<file path="config.mk">
export PLATFORM = sky130hd
export DESIGN_NAME = keypad_encoder
export DESIGN_NICKNAME = d
export VERILOG_FILES = /design/src/rtl/keypad_pkg.sv /design/src/rtl/keypad_sync.sv /design/src/rtl/keypad_encoder.sv
export SDC_FILE = /design/constraint.sdc
export NUM_CORES = 1
export LEC_CHECK = 0
export CORE_MARGIN = 2
export CORE_UTILIZATION = 25
export CTS_BUF_LIST = sky130_fd_sc_hd__clkbuf_16
export DETAILED_ROUTE_END_ITERATION = 6
export GPL_TIMING_DRIVEN = 0
export PLACE_DENSITY = 0.42
export SETUP_SLACK_MARGIN = 0.05
export SLEW_MARGIN = 0
export SYNTH_ARGS = -nofsm -noshare
export SYNTH_HDL_FRONTEND = slang
export SYNTH_SLANG_ARGS = --single-unit
</file>
<file path="constraint.sdc">
create_clock -name clk -period 4.6 [get_ports clk]
set_input_delay 0.69 -clock clk [delete_from_list [all_inputs] [get_ports clk]]
set_output_delay 0.69 -clock clk [all_outputs]
set_load 0.05 [all_outputs]
</file>
<file path="src/rtl/keypad_pkg.sv">
// Shared types and constants for the 4x4 keypad encoder.
// The state enum, matrix geometry and key-code packing live here so the
// top level and any checker agree on the encoding.
package keypad_pkg;

  localparam int KEY_W = 4;
  localparam int ROWS  = 4;
  localparam int COLS  = 4;

  typedef enum logic [1:0] {
    SCAN     = 2'd0,
    DEBOUNCE = 2'd1,
    HELD     = 2'd2
  } state_e;

  // Key code is the row index in the upper half, column index in the lower.
  function automatic logic [KEY_W-1:0] pack_code(input logic [1:0] row,
                                                 input logic [1:0] col);
    return {row, col};
  endfunction

endpackage

</file>
<file path="src/rtl/keypad_sync.sv">
// Two-flop synchronizer for the asynchronous, pulled-up column inputs.
// Resets to all-ones so no key appears pressed while coming out of reset.
module keypad_sync #(
  parameter int W = 4
) (
  input  logic         clk_i,
  input  logic         rst_ni,
  input  logic [W-1:0] d_i,
  output logic [W-1:0] q_o
);

  logic [W-1:0] meta_q;
  logic [W-1:0] sync_q;

  // Shift the raw input through two stages to settle metastability.
  always_ff @(posedge clk_i or negedge rst_ni) begin
    if (!rst_ni) begin
      meta_q <= '1;
      sync_q <= '1;
    end else begin
      meta_q <= d_i;
      sync_q <= meta_q;
    end
  end

  assign q_o = sync_q;

endmodule

</file>
<file path="src/rtl/keypad_encoder.sv">
// Scans a 4x4 key matrix, debounces press and release, and offers each
// accepted key as {row, col} on a single-entry valid/ready output.
// Optional feature macro: KEYPAD_AUTOREPEAT_EN (re-accepts a held key every
// REPEAT_CYC cycles). Without it, each press yields exactly one key.
//
// Handshake: key_code/key_valid form a valid/ready pair. A key is consumed
// in any cycle where key_valid and key_ready are both high; key_valid then
// drops unless a new key is accepted in that same cycle. key_code never
// changes while key_valid is high, and key_ready is ignored while
// key_valid is low. An accepted key that finds the slot occupied and not
// being consumed is dropped and flagged with a one-cycle key_overrun.
module keypad_encoder
  import keypad_pkg::*;
#(
  parameter int SCAN_DIV     = 16,
  parameter int DEBOUNCE_CYC = 50000,
  parameter int REPEAT_CYC   = 5000000
) (
  input  logic             clk,
  input  logic             rst_n,
  output logic [ROWS-1:0]  row_n,
  input  logic [COLS-1:0]  col_n,
  output logic [KEY_W-1:0] key_code,
  output logic             key_valid,
  input  logic             key_ready,
  output logic             key_overrun
);

  localparam int DWELL_W = $clog2(SCAN_DIV);
  localparam int DEB_W   = $clog2(DEBOUNCE_CYC);
  localparam logic [DWELL_W-1:0] DWELL_LAST = DWELL_W'(SCAN_DIV - 1);
  localparam logic [DEB_W-1:0]   DEB_LAST   = DEB_W'(DEBOUNCE_CYC - 1);

  // Reject parameter values the counters cannot represent.
  if (SCAN_DIV < 4 || DEBOUNCE_CYC < 2 || REPEAT_CYC < 2) begin : g_bad_param
    $error("keypad_encoder: parameter out of range");
  end

  logic [COLS-1:0]    col_s;
  state_e             state_q, state_d;
  logic [1:0]         row_q, row_d;
  logic [DWELL_W-1:0] dwell_q, dwell_d;
  logic [DEB_W-1:0]   deb_q, deb_d;
  logic [1:0]         cand_row_q, cand_row_d;
  logic [1:0]         cand_col_q, cand_col_d;
  logic [KEY_W-1:0]   code_q, code_d;
  logic               valid_q, valid_d;
  logic               ovr_q, ovr_d;
  logic               any_low;
  logic [1:0]         low_col;
  logic               cand_pressed;
  logic               accept;
`ifdef KEYPAD_AUTOREPEAT_EN
  localparam int REP_W = $clog2(REPEAT_CYC);
  localparam logic [REP_W-1:0] REP_LAST = REP_W'(REPEAT_CYC - 1);
  logic [REP_W-1:0] rep_q, rep_d;
`endif

  keypad_sync #(.W(COLS)) u_sync (
    .clk_i  (clk),
    .rst_ni (rst_n),
    .d_i    (col_n),
    .q_o    (col_s)
  );

  // Find the lowest-index low column on the currently driven row.
  always_comb begin
    any_low = 1'b0;
    low_col = 2'd0;
    for (int c = COLS - 1; c >= 0; c--) begin
      if (!col_s[c]) begin
        any_low = 1'b1;
        low_col = 2'(c);
      end
    end
  end

  assign cand_pressed = !col_s[cand_col_q];

  // Scan / debounce / held sequencing; the row only moves when leaving a
  // dwell or returning to SCAN, so it stays frozen while a key is tracked.
  always_comb begin
    state_d    = state_q;
    row_d      = row_q;
    dwell_d    = dwell_q;
    deb_d      = deb_q;
    cand_row_d = cand_row_q;
    cand_col_d = cand_col_q;
    accept     = 1'b0;
`ifdef KEYPAD_AUTOREPEAT_EN
    rep_d      = rep_q;
`endif
    unique case (state_q)
      SCAN: begin
        if (dwell_q == DWELL_LAST) begin
          dwell_d = '0;
          if (any_low) begin
            cand_row_d = row_q;
            cand_col_d = low_col;
            deb_d      = '0;
            state_d    = DEBOUNCE;
          end else begin
            row_d = row_q + 2'd1;
          end
        end else begin
          dwell_d = dwell_q + 1'b1;
        end
      end
      DEBOUNCE: begin
        if (!cand_pressed) begin
          deb_d   = '0;
          row_d   = row_q + 2'd1;
          state_d = SCAN;
        end else if (deb_q == DEB_LAST) begin
          deb_d   = '0;
          accept  = 1'b1;
          state_d = HELD;
`ifdef KEYPAD_AUTOREPEAT_EN
          rep_d   = '0;
`endif
        end else begin
          deb_d = deb_q + 1'b1;
        end
      end
      HELD: begin
        if (cand_pressed) begin
          deb_d = '0;
`ifdef KEYPAD_AUTOREPEAT_EN
          if (rep_q == REP_LAST) begin
            rep_d  = '0;
            accept = 1'b1;
          end else begin
            rep_d = rep_q + 1'b1;
          end
`endif
        end else begin
`ifdef KEYPAD_AUTOREPEAT_EN
          rep_d = '0;
`endif
          if (deb_q == DEB_LAST) begin
            deb_d   = '0;
            row_d   = row_q + 2'd1;
            state_d = SCAN;
          end else begin
            deb_d = deb_q + 1'b1;
          end
        end
      end
      default: state_d = SCAN;
    endcase
  end

  // Single-entry output slot: consume on handshake, load or drop on accept.
  always_comb begin
    code_d  = code_q;
    valid_d = valid_q;
    ovr_d   = 1'b0;
    if (valid_q && key_ready) begin
      valid_d = 1'b0;
    end
    if (accept) begin
      if (!valid_q || key_ready) begin
        code_d  = pack_code(cand_row_q, cand_col_q);
        valid_d = 1'b1;
      end else begin
        ovr_d = 1'b1;
      end
    end
  end

  // State, counters and output registers.
  always_ff @(posedge clk or negedge rst_n) begin
    if (!rst_n) begin
      state_q    <= SCAN;
      row_q      <= 2'd0;
      dwell_q    <= '0;
      deb_q      <= '0;
      cand_row_q <= 2'd0;
      cand_col_q <= 2'd0;
      code_q     <= '0;
      valid_q    <= 1'b0;
      ovr_q      <= 1'b0;
    end else begin
      state_q    <= state_d;
      row_q      <= row_d;
      dwell_q    <= dwell_d;
      deb_q      <= deb_d;
      cand_row_q <= cand_row_d;
      cand_col_q <= cand_col_d;
      code_q     <= code_d;
      valid_q    <= valid_d;
      ovr_q      <= ovr_d;
    end
  end

`ifdef KEYPAD_AUTOREPEAT_EN
  // Repeat counter for held keys.
  always_ff @(posedge clk or negedge rst_n) begin
    if (!rst_n) begin
      rep_q <= '0;
    end else begin
      rep_q <= rep_d;
    end
  end
`endif

  assign row_n       = ~(ROWS'(1) << row_q);
  assign key_code    = code_q;
  assign key_valid   = valid_q;
  assign key_overrun = ovr_q;

endmodule

</file>
==> out/metrics.cfg, run 1 <==
[status]
outcome=finished clean

[detailed_routing]
vias=1584
dr.pass1.iters=4
drc=0
ant_nets=0
drtIter0Drc=67
wl_mm=4.44
drt-vias-per-instance=4.69
wl_per_cell_um=13.1

[yosys]
synth-seq-cells=42
async_flop_share=1.00
yosysTopAreaCellShare=0.398
syn-num-nets=225
netlist_area_um2=2140
synth_ff_type=dfrtp_1
yosysTopAreaCell=dfrtp_1
synth_area_leaders=dfrtp_1 (40%), dfstp_2 (9.8%), ha_1 (5.9%)
syn_inst=208
yosys_warnings=0
ys_seq_area_frac=0.497
ys_top_cells_by_count=dfrtp_1 (34), nand2_1 (20), inv_1 (17)
avgSynthCellArea_um2=10.3
synth.most_common_cell=dfrtp_1
synthDistinctLibCells=46
synth_edf_count=0

[die]
design.core.area_um2=8260
rows=33
die_area_um2=9300
pin_count=17
fp.dieW_um=96.4
die_h_um=96.4
start_util=0.259

[clock_tree]
clkLatencyLatePin_ns=0.28
cts_buffers=5
cts_tree=done
cts_setup_buffers=0
ctsHoldBuffers=0
cts_root_buf=clkbuf_16
cts.sinks=42
cts_max_path_buffers=2
path_clk_slew_ns=0.06
cts_resized=0
htree_levels=2

[timing]
tightest_slew_ns=0.682
final_hold_viol_count=0
fin_crit_ns=2.55
relSlewSlack=0.543
finClkSkew_ns=0.00439
maxSlewViolCount=0
tns_ns=0
fin_hold_ws_ns=0.301
fmax_mhz=393
rsz0062_at_grt=no
fin_crit_sh=0.554
setup_violations=0

[critical_path]
r2r-start=state_q[1]$_DFFE_PN0P_
endpoint_kind=output pin
cp_max_fo=4
reg2regPathDepth=8
crit_arrival_ns=1.86
reg2reg_slack_ns=2.12
crit_type=register to output pin
r2r_end=deb_q[2]$_DFFE_PN0P_
start_kind=register
cp.required_ns=3.91

[min_path]
min_path_type=primary input to async pin

[placement]
gp_congestion=0.716
hpwl_mm=3.18
io_buffers=16

[pwr]
p_seq_frac=0.367
peakVddDrop_v=0.000192
p_comb_frac=0.361
power.leakage_uw=0.00113
switching_power_uw=478
power.share.switching=0.369
internal_power_uw=816
powerDensity_nw_per_um2=500
p_clk_frac=0.271

[final_layout]
antenna_cells=0
area_delta_synth_final_pct=21.2
drive_gt1_frac=0.146
nets=249

[global_route]
grt_usage=0.110
antenna_found_initial=0
grt_start_max_net_pins=31
grt_pass1_wl_mm=7.82
overflow=0
grt_pass1_vias=1576

[run]
maxCapViolations=0

[worst max-delay path by stage]
stage,from,end,slack [ns],cells past startpoint
6_report,row_q[0]$_DFFE_PN0P_,row_n[0],2.05,4
5_1_grt,state_q[0]$_DFFE_PN0P_,deb_q[2]$_DFFE_PN0P_,1.78,8
4_1_cts,row_q[0]$_DFFE_PN0P_,row_n[0],2.05,4
3_5_place_dp,state_q[0]$_DFFE_PN0P_,deb_q[2]$_DFFE_PN0P_,2.08,8
3_3_place_gp,rst_n,key_code[3]$_DFFE_PN0P_,1.59,1
2_1_floorplan,cand_col_q[0]$_DFFE_PN0P_,deb_q[9]$_DFFE_PN0P_,2.63,6
[stage by stage]
stage / total power [uW] / setup WS (ns) / cell area, um2 / instances / utilization
finish: 1290 / 2.05 / 2590 / 338 / 0.313
CTS: 1320 / 2.05 / 2590 / 338 / 0.313
global route: 1390 / 1.78 / 2590 / 338 / 0.313
global placement: 952 / 1.59 / 2430 / 329 / 0.294
detailed placement: 955 / 2.08 / 2440 / 330 / 0.296
floorplan: 819 / 2.63 / 2140 / 208 / -
[power by group through the flow]
stage	sequential, uW	clock (uW)	combinational (uW)
floorplan	468	0	351
global placement	482	0	470
detailed placement	483	0	473
CTS	476	366	474
global route	484	376	527
finish	475	351	467
[layout make-up]
type / instances / area [um2]
Buffer: 5 / 26.3
Clock buffer: 5 / 125
Clock inverter: 3 / 21.3
Fill cell: 875 / 5670
Inverter: 17 / 63.8
Multi-Input combinational cell: 144 / 985
Sequential cell: 42 / 1060
Tap cell: 105 / 131
Timing Repair Buffer: 17 / 175
[layer usage]
layer / track usage / vias up / share of wire
met4: 0.0423 / 0 / 0.018
met3: 0.0209 / 5 / 0.018
met1: 0.151 / 773 / 0.52
li1: - / 790 / -
met2: 0.170 / 16 / 0.44
met5: 0 / - / 0
[kinds of logic (layout without fill, tap and decap cells)]
| group | Yosys count | after routing | share of synthesized area |
|---|---|---|---|
| buf+inv | 22 | 47 | 0.0422 |
| fa+ha+maj | 10 | 10 | 0.0586 |
| simple gates | 80 | 80 | 0.203 |
| mux | 11 | 11 | 0.0639 |
| xor+xnor | 2 | 2 | 0.00820 |
| flops | 42 | 42 | 0.497 |
| compound gates | 41 | 41 | 0.128 |
[placed cells by master, fill, tap and decap left out, types with 3 or more instances in the layout]
master           instances
and3_1                   5
inv_1                   17
a21o_1                   4
dfstp_2                  8
nor2_1                  13
nand4_1                  6
or4_1                    3
clkbuf_1                 4
nand2_1                 20
clkbuf_16                5
o22ai_1                  3
nand3_1                 13
ha_1                    10
dfrtp_1                 34
a22o_1                   6
o21ai_0                 12
a21oi_1                  6
mux2_2                   7
clkdlybuf4s50_1         15
[critical path, stage by stage, from the launching register on]
cell and delay, ns:
dfrtp_1 0.41, inv_1 0.11, ha_1 0.21, inv_1 0.05, clkdlybuf4s50_1 0.79
[state kept, by name (all words and copies together), names as in the netlist]
name,cells
cand_row_q,2
deb_q,16
state_q,2
row_q,2
key_overrun,1
u_sync.meta_q,4
u_sync.q_o,4
key_code,4
dwell_q,4
cand_col_q,2
key_valid,1
(Power assumes the default switching activity.)
==> run 2: changes to the inputs <==
clock period = 2.7 ns   (was 4.6 ns; I/O delays follow)
==> out/metrics.cfg, run 2 (synthesis gave the netlist of run 1 again) <==
[critical_path]
reg2regPathDepth=8  ; unchanged
reg2reg_slack_ns=0.35  ; was 2.12 ns
r2r-start=state_q[1]$_DFFE_PN0P_  ; unchanged
cp_max_fo=10  ; was 4
crit_type=register to register  ; was register to output pin
worstPathCellList=inv_1 -> ha_1 -> clkbuf_1 -> o22a_1 -> clkbuf_1 -> clkbuf_2 -> a31oi_1 -> o22ai_1  ; was inv_1 -> ha_1 -> inv_1 -> clkdlybuf4s50_1
slowest_stage=clkbuf_1  ; was clkdlybuf4s50_1
cp.required_ns=2.90  ; was 3.91 ns
critical-path-top-delay-family=buffers and inverters  ; unchanged
critPathBufInv=4  ; was 3
crit_arrival_ns=2.55  ; was 1.86 ns
critical_path.max_stage_delay_ns=0.41  ; was 0.79 ns
cpMostUsedCell=clkbuf_1  ; was inv_1
start_kind=register  ; unchanged
endpoint_kind=register  ; was output pin
r2r_end=deb_q[2]$_DFFE_PN0P_  ; unchanged

[min_path]
min_path_type=primary input to async pin  ; unchanged

[global_route]
antenna_found_initial=0  ; unchanged
grt_pass1_wl_mm=7.82  ; unchanged
overflow=0  ; unchanged
grt_usage=0.110  ; unchanged
grt_pass1_vias=1576  ; unchanged
grt_start_max_net_pins=31  ; unchanged

[timing]
setup_violations=0  ; unchanged
finClkSkew_ns=0.00439  ; about the same
final_hold_viol_count=0  ; unchanged
fmax_mhz=426
fin_ws_ns=0.352  ; was 2.05 ns
fin_hold_ws_ns=0.0156  ; was 0.301 ns
fin_crit_sh=0.870
tightest_slew_ns=0.683  ; was 0.682 ns
maxSlewViolCount=0  ; unchanged
fin_crit_ns=2.35
rsz0062_at_grt=no  ; unchanged
relSlewSlack=0.543  ; about the same

[clock_tree]
path_clk_slew_ns=0.06  ; about the same
clkLatencyLatePin_ns=0.28  ; about the same
ctsHoldBuffers=0  ; unchanged
cts_buffers=5  ; unchanged
cts_tree=done  ; unchanged
cts_root_buf=clkbuf_16  ; unchanged
cts.sinks=42  ; unchanged
cts_setup_buffers=0  ; unchanged
cts_max_path_buffers=2  ; unchanged
htree_levels=2  ; unchanged

[final_layout]
final_common_cell=dfrtp_1  ; unchanged
largest_reg_flops=16  ; unchanged
post-route-cell-area_um2=2590  ; about the same
fin_util=0.314  ; was 0.313
drive_gt1_frac=0.150  ; was 0.146
antenna_cells=0  ; unchanged
layout_common_cells=dfrtp_1 (34), nand2_1 (20), inv_1 (17)  ; unchanged
regMostFlops=deb_q  ; unchanged
nets=249  ; unchanged
area_delta_synth_final_pct=21.3  ; was 21.2%

[detailed_routing]
drtIter0Drc=67  ; unchanged
ant_nets=0  ; unchanged
wl_mm=4.44  ; about the same
drt-vias-per-instance=4.69  ; unchanged
drc=0  ; unchanged
vias=1584  ; unchanged
wl_per_cell_um=13.1  ; about the same
dr.pass1.iters=4  ; unchanged

[placement]
hpwl_mm=3.18  ; unchanged
gp_congestion=0.716  ; unchanged
pre_cts_slack_ns=0.179  ; was 2.08 ns
placed_area_um2=2440  ; unchanged
io_buffers=16  ; unchanged

[die]
die_h_um=96.4  ; unchanged
design.core.area_um2=8260  ; unchanged
start_util=0.259  ; unchanged
fp.dieW_um=96.4  ; unchanged
pin_count=17  ; unchanged
die_area_um2=9300  ; unchanged
rows=33  ; unchanged

[pwr]
powerDensity_nw_per_um2=852  ; was 500 nW/um2
peakVddDrop_v=0.000327  ; was 0.000192 V
power.leakage_uw=0.00113  ; about the same
power_uw=2210  ; was 1290 uW

[run]
maxCapViolations=0  ; unchanged

[status]
outcome=finished clean  ; unchanged

## run 2: cell counts in the layout (fill, tap and decap cells not counted)
No cell type changed its count.
## run 2: worst max path at each step
stage,startpoint,endpoint,slack [ns],cells after the start
4_1_cts,state_q[0]$_DFFE_PN0P_,deb_q[2]$_DFFE_PN0P_,0.16,8
6_report,state_q[1]$_DFFE_PN0P_,deb_q[2]$_DFFE_PN0P_,0.35,8
3_3_place_gp,rst_n,key_code[3]$_DFFE_PN0P_,-0.03,1
2_1_floorplan,cand_col_q[0]$_DFFE_PN0P_,deb_q[9]$_DFFE_PN0P_,0.73,6
3_5_place_dp,state_q[0]$_DFFE_PN0P_,deb_q[2]$_DFFE_PN0P_,0.18,8
5_1_grt,state_q[0]$_DFFE_PN0P_,deb_q[2]$_DFFE_PN0P_,0.06,8
## run 2: repair_timing
action,4_1_cts,5_1_grt
resized for setup,0,2
endpoints found under the setup margin,0,9
hold endpoints to repair,0,0
## run 2: cell type report
type,count,area [um2]
fill,876,5670
sequential,42,1060
multi-input combinational,144,985
timing repair buffer,17,175
tap,105,131
clock buffer,5,125
inverter,17,63.8
buffer,5,27.5
clock inverter,3,21.3
## run 2: per-layer routing
layer	vias to the layer above	share of wire	GRT usage	wire (um)
li1	790	-	-	-
met4	0	0.018	0.0423	80
met5	-	0	0	0
met1	773	0.52	0.151	2310
met2	16	0.44	0.170	1980
met3	5	0.018	0.0209	78
## run 2: power breakdown
| part | switching (uW) | internal (uW) |
|---|---|---|
| Clock | 256 | 342 |
| Combinational | 475 | 324 |
| Sequential | 83.3 | 727 |
| Total | 814 | 1390 |
## run 2: through the flow
stage / TNS [ns] / instances
after floorplan: 0 / 208
after global routing: 0 / 338
after detailed placement: 0 / 330
after CTS: 0 / 338
after global placement: -0.916 / 329
final: 0 / 338
==> run 3: changes to the inputs <==
clock period = 2.3 ns   (was 2.7 ns; I/O delays follow)
==> out/metrics.cfg, run 3 (synthesis gave the netlist of run 1 again) <==
[clock_tree]
clkLatencyLatePin_ns=0.28  ; about the same
path_clk_slew_ns=0.06  ; about the same
cts_root_buf=clkbuf_16  ; unchanged
cts.sinks=42  ; unchanged
cts_buffers=5  ; unchanged
htree_levels=2  ; unchanged
cts_max_path_buffers=2  ; unchanged
cts_tree=done  ; unchanged

[timing]
fin_crit_ns=2.14
rsz0062_at_grt=no  ; unchanged
fin_crit_sh=0.929
fin_hold_ws_ns=0.355  ; was 0.0156 ns
relSlewSlack=0.664  ; was 0.543
final_hold_viol_count=0  ; unchanged
tightest_slew_ns=0.502  ; was 0.683 ns
setup_violations=0  ; unchanged
finClkSkew_ns=0.00468  ; was 0.00439 ns
fmax_mhz=468
maxSlewViolCount=0  ; unchanged

[critical_path]
cp_max_fo=4  ; was 10
start_kind=register  ; unchanged
reg2regPathDepth=7  ; was 8
crit_arrival_ns=1.79  ; was 2.55 ns
endpoint_kind=output pin  ; was register
cp.required_ns=1.96  ; was 2.90 ns
crit_type=register to output pin  ; was register to register

[final_layout]
area_delta_synth_final_pct=23.4  ; was 21.3%
final_common_cell=dfrtp_1  ; unchanged
nets=251  ; was 249
drive_gt1_frac=0.179  ; was 0.150
regMostFlops=deb_q  ; unchanged
fin_cells=340  ; was 338
antenna_cells=0  ; unchanged
largest_reg_flops=16  ; unchanged
layout_common_cells=dfrtp_1 (34), nand2_1 (20), inv_1 (17)  ; unchanged

[global_route]
grt_start_max_net_pins=31  ; unchanged
grt_pass1_wl_mm=7.82  ; unchanged
grt_usage=0.110  ; unchanged
antenna_found_initial=0  ; unchanged
grt_pass1_vias=1578  ; was 1576
overflow=0  ; unchanged

[die]
start_util=0.259  ; unchanged
rows=33  ; unchanged
fp.dieW_um=96.4  ; unchanged
die_area_um2=9300  ; unchanged
die_h_um=96.4  ; unchanged
design.core.area_um2=8260  ; unchanged
pin_count=17  ; unchanged

[placement]
hpwl_mm=3.18  ; unchanged
io_buffers=16  ; unchanged
gp_congestion=0.716  ; unchanged
dp_cells=330  ; unchanged

[status]
outcome=finished clean  ; unchanged

[detailed_routing]
drt-vias-per-instance=4.68  ; was 4.69
drtIter0Drc=58  ; was 67
wl_per_cell_um=13.2  ; was 13.1 um
drc=0  ; unchanged
ant_nets=0  ; unchanged
wl_mm=4.48  ; was 4.44 mm
dr.pass1.iters=4  ; unchanged
vias=1591  ; was 1584

[pwr]
peakVddDrop_v=0.000386  ; was 0.000327 V
power.leakage_uw=0.00116  ; was 0.00113 uW
powerDensity_nw_per_um2=987  ; was 852 nW/um2

[min_path]
min_path_type=register to register  ; was primary input to async pin
hold_path_depth=0

[run]
maxCapViolations=0  ; unchanged

run 3: worst max-delay path: stages (launching register included):
cell and delay (ns):
dfrtp_1 0.40, inv_1 0.10, ha_1 0.18, inv_1 0.05, clkdlybuf4s50_1 0.79
run 3: per-stage QoR:
step | TNS, ns | area (um2) | power, uW | setup slack, ns | util
floorplan | 0 | 2140 | 1640 | 0.327 | -
global placement | -14.13 | 2430 | 1900 | -0.369 | 0.294
detailed placement | -1.48 | 2440 | 1910 | -0.221 | 0.296
CTS | 0 | 2600 | 2640 | 0.0758 | 0.315
global route | 0 | 2640 | 2780 | 0.0563 | 0.319
finish | 0 | 2640 | 2600 | 0.163 | 0.319
run 3: per-layer routing:
metal  track usage  vias up  routed length (um)
li1              -      792                   -
met1         0.151      778                2300
met2         0.170       16                2020
met3        0.0209        5                  79
met4        0.0423        0                  80
met5             0        -                   0
run 3: power breakdown:
group / internal, uW / switching (uW)
combinational: 385 / 561
sequential: 853 / 97.8
clock: 402 / 302
run 3: final cells by class:
type                    instances  area (um2)
repair buffers                 19         198
inverters                      17        63.8
flip-flops and latches         42        1060
plain buffers                   5        30.0
clock buffers                   5         125
clock inverters                 3        21.3
well taps                     105         131
fillers                       872        5620
multi-input cells             144        1000
run 3: what timing repair did:
item,CTS,global route
hold buffers,1,0
pin swaps,0,1
hold endpoints to repair,12,0
setup endpoints to repair,15,23
buffers inserted,0,1
gates resized for setup,3,8
run 3: final timing paths:
kind	start	end	slack, ns
hold reg to reg	u_sync.meta_q[3]$_DFF_PN1_	u_sync.q_o[3]$_DFF_PN1_	0.36
setup reg to reg	state_q[0]$_DFFE_PN0P_	deb_q[6]$_DFFE_PN0P_	0.20
min in group asynchronous	rst_n	dwell_q[2]$_DFFE_PN0P_	0.49
setup / recovery	row_q[1]$_DFFE_PN0P_	row_n[1]	0.16
max in group asynchronous	rst_n	u_sync.meta_q[1]$_DFF_PN1_	1.27
hold / removal	u_sync.meta_q[3]$_DFF_PN1_	u_sync.q_o[3]$_DFF_PN1_	0.36
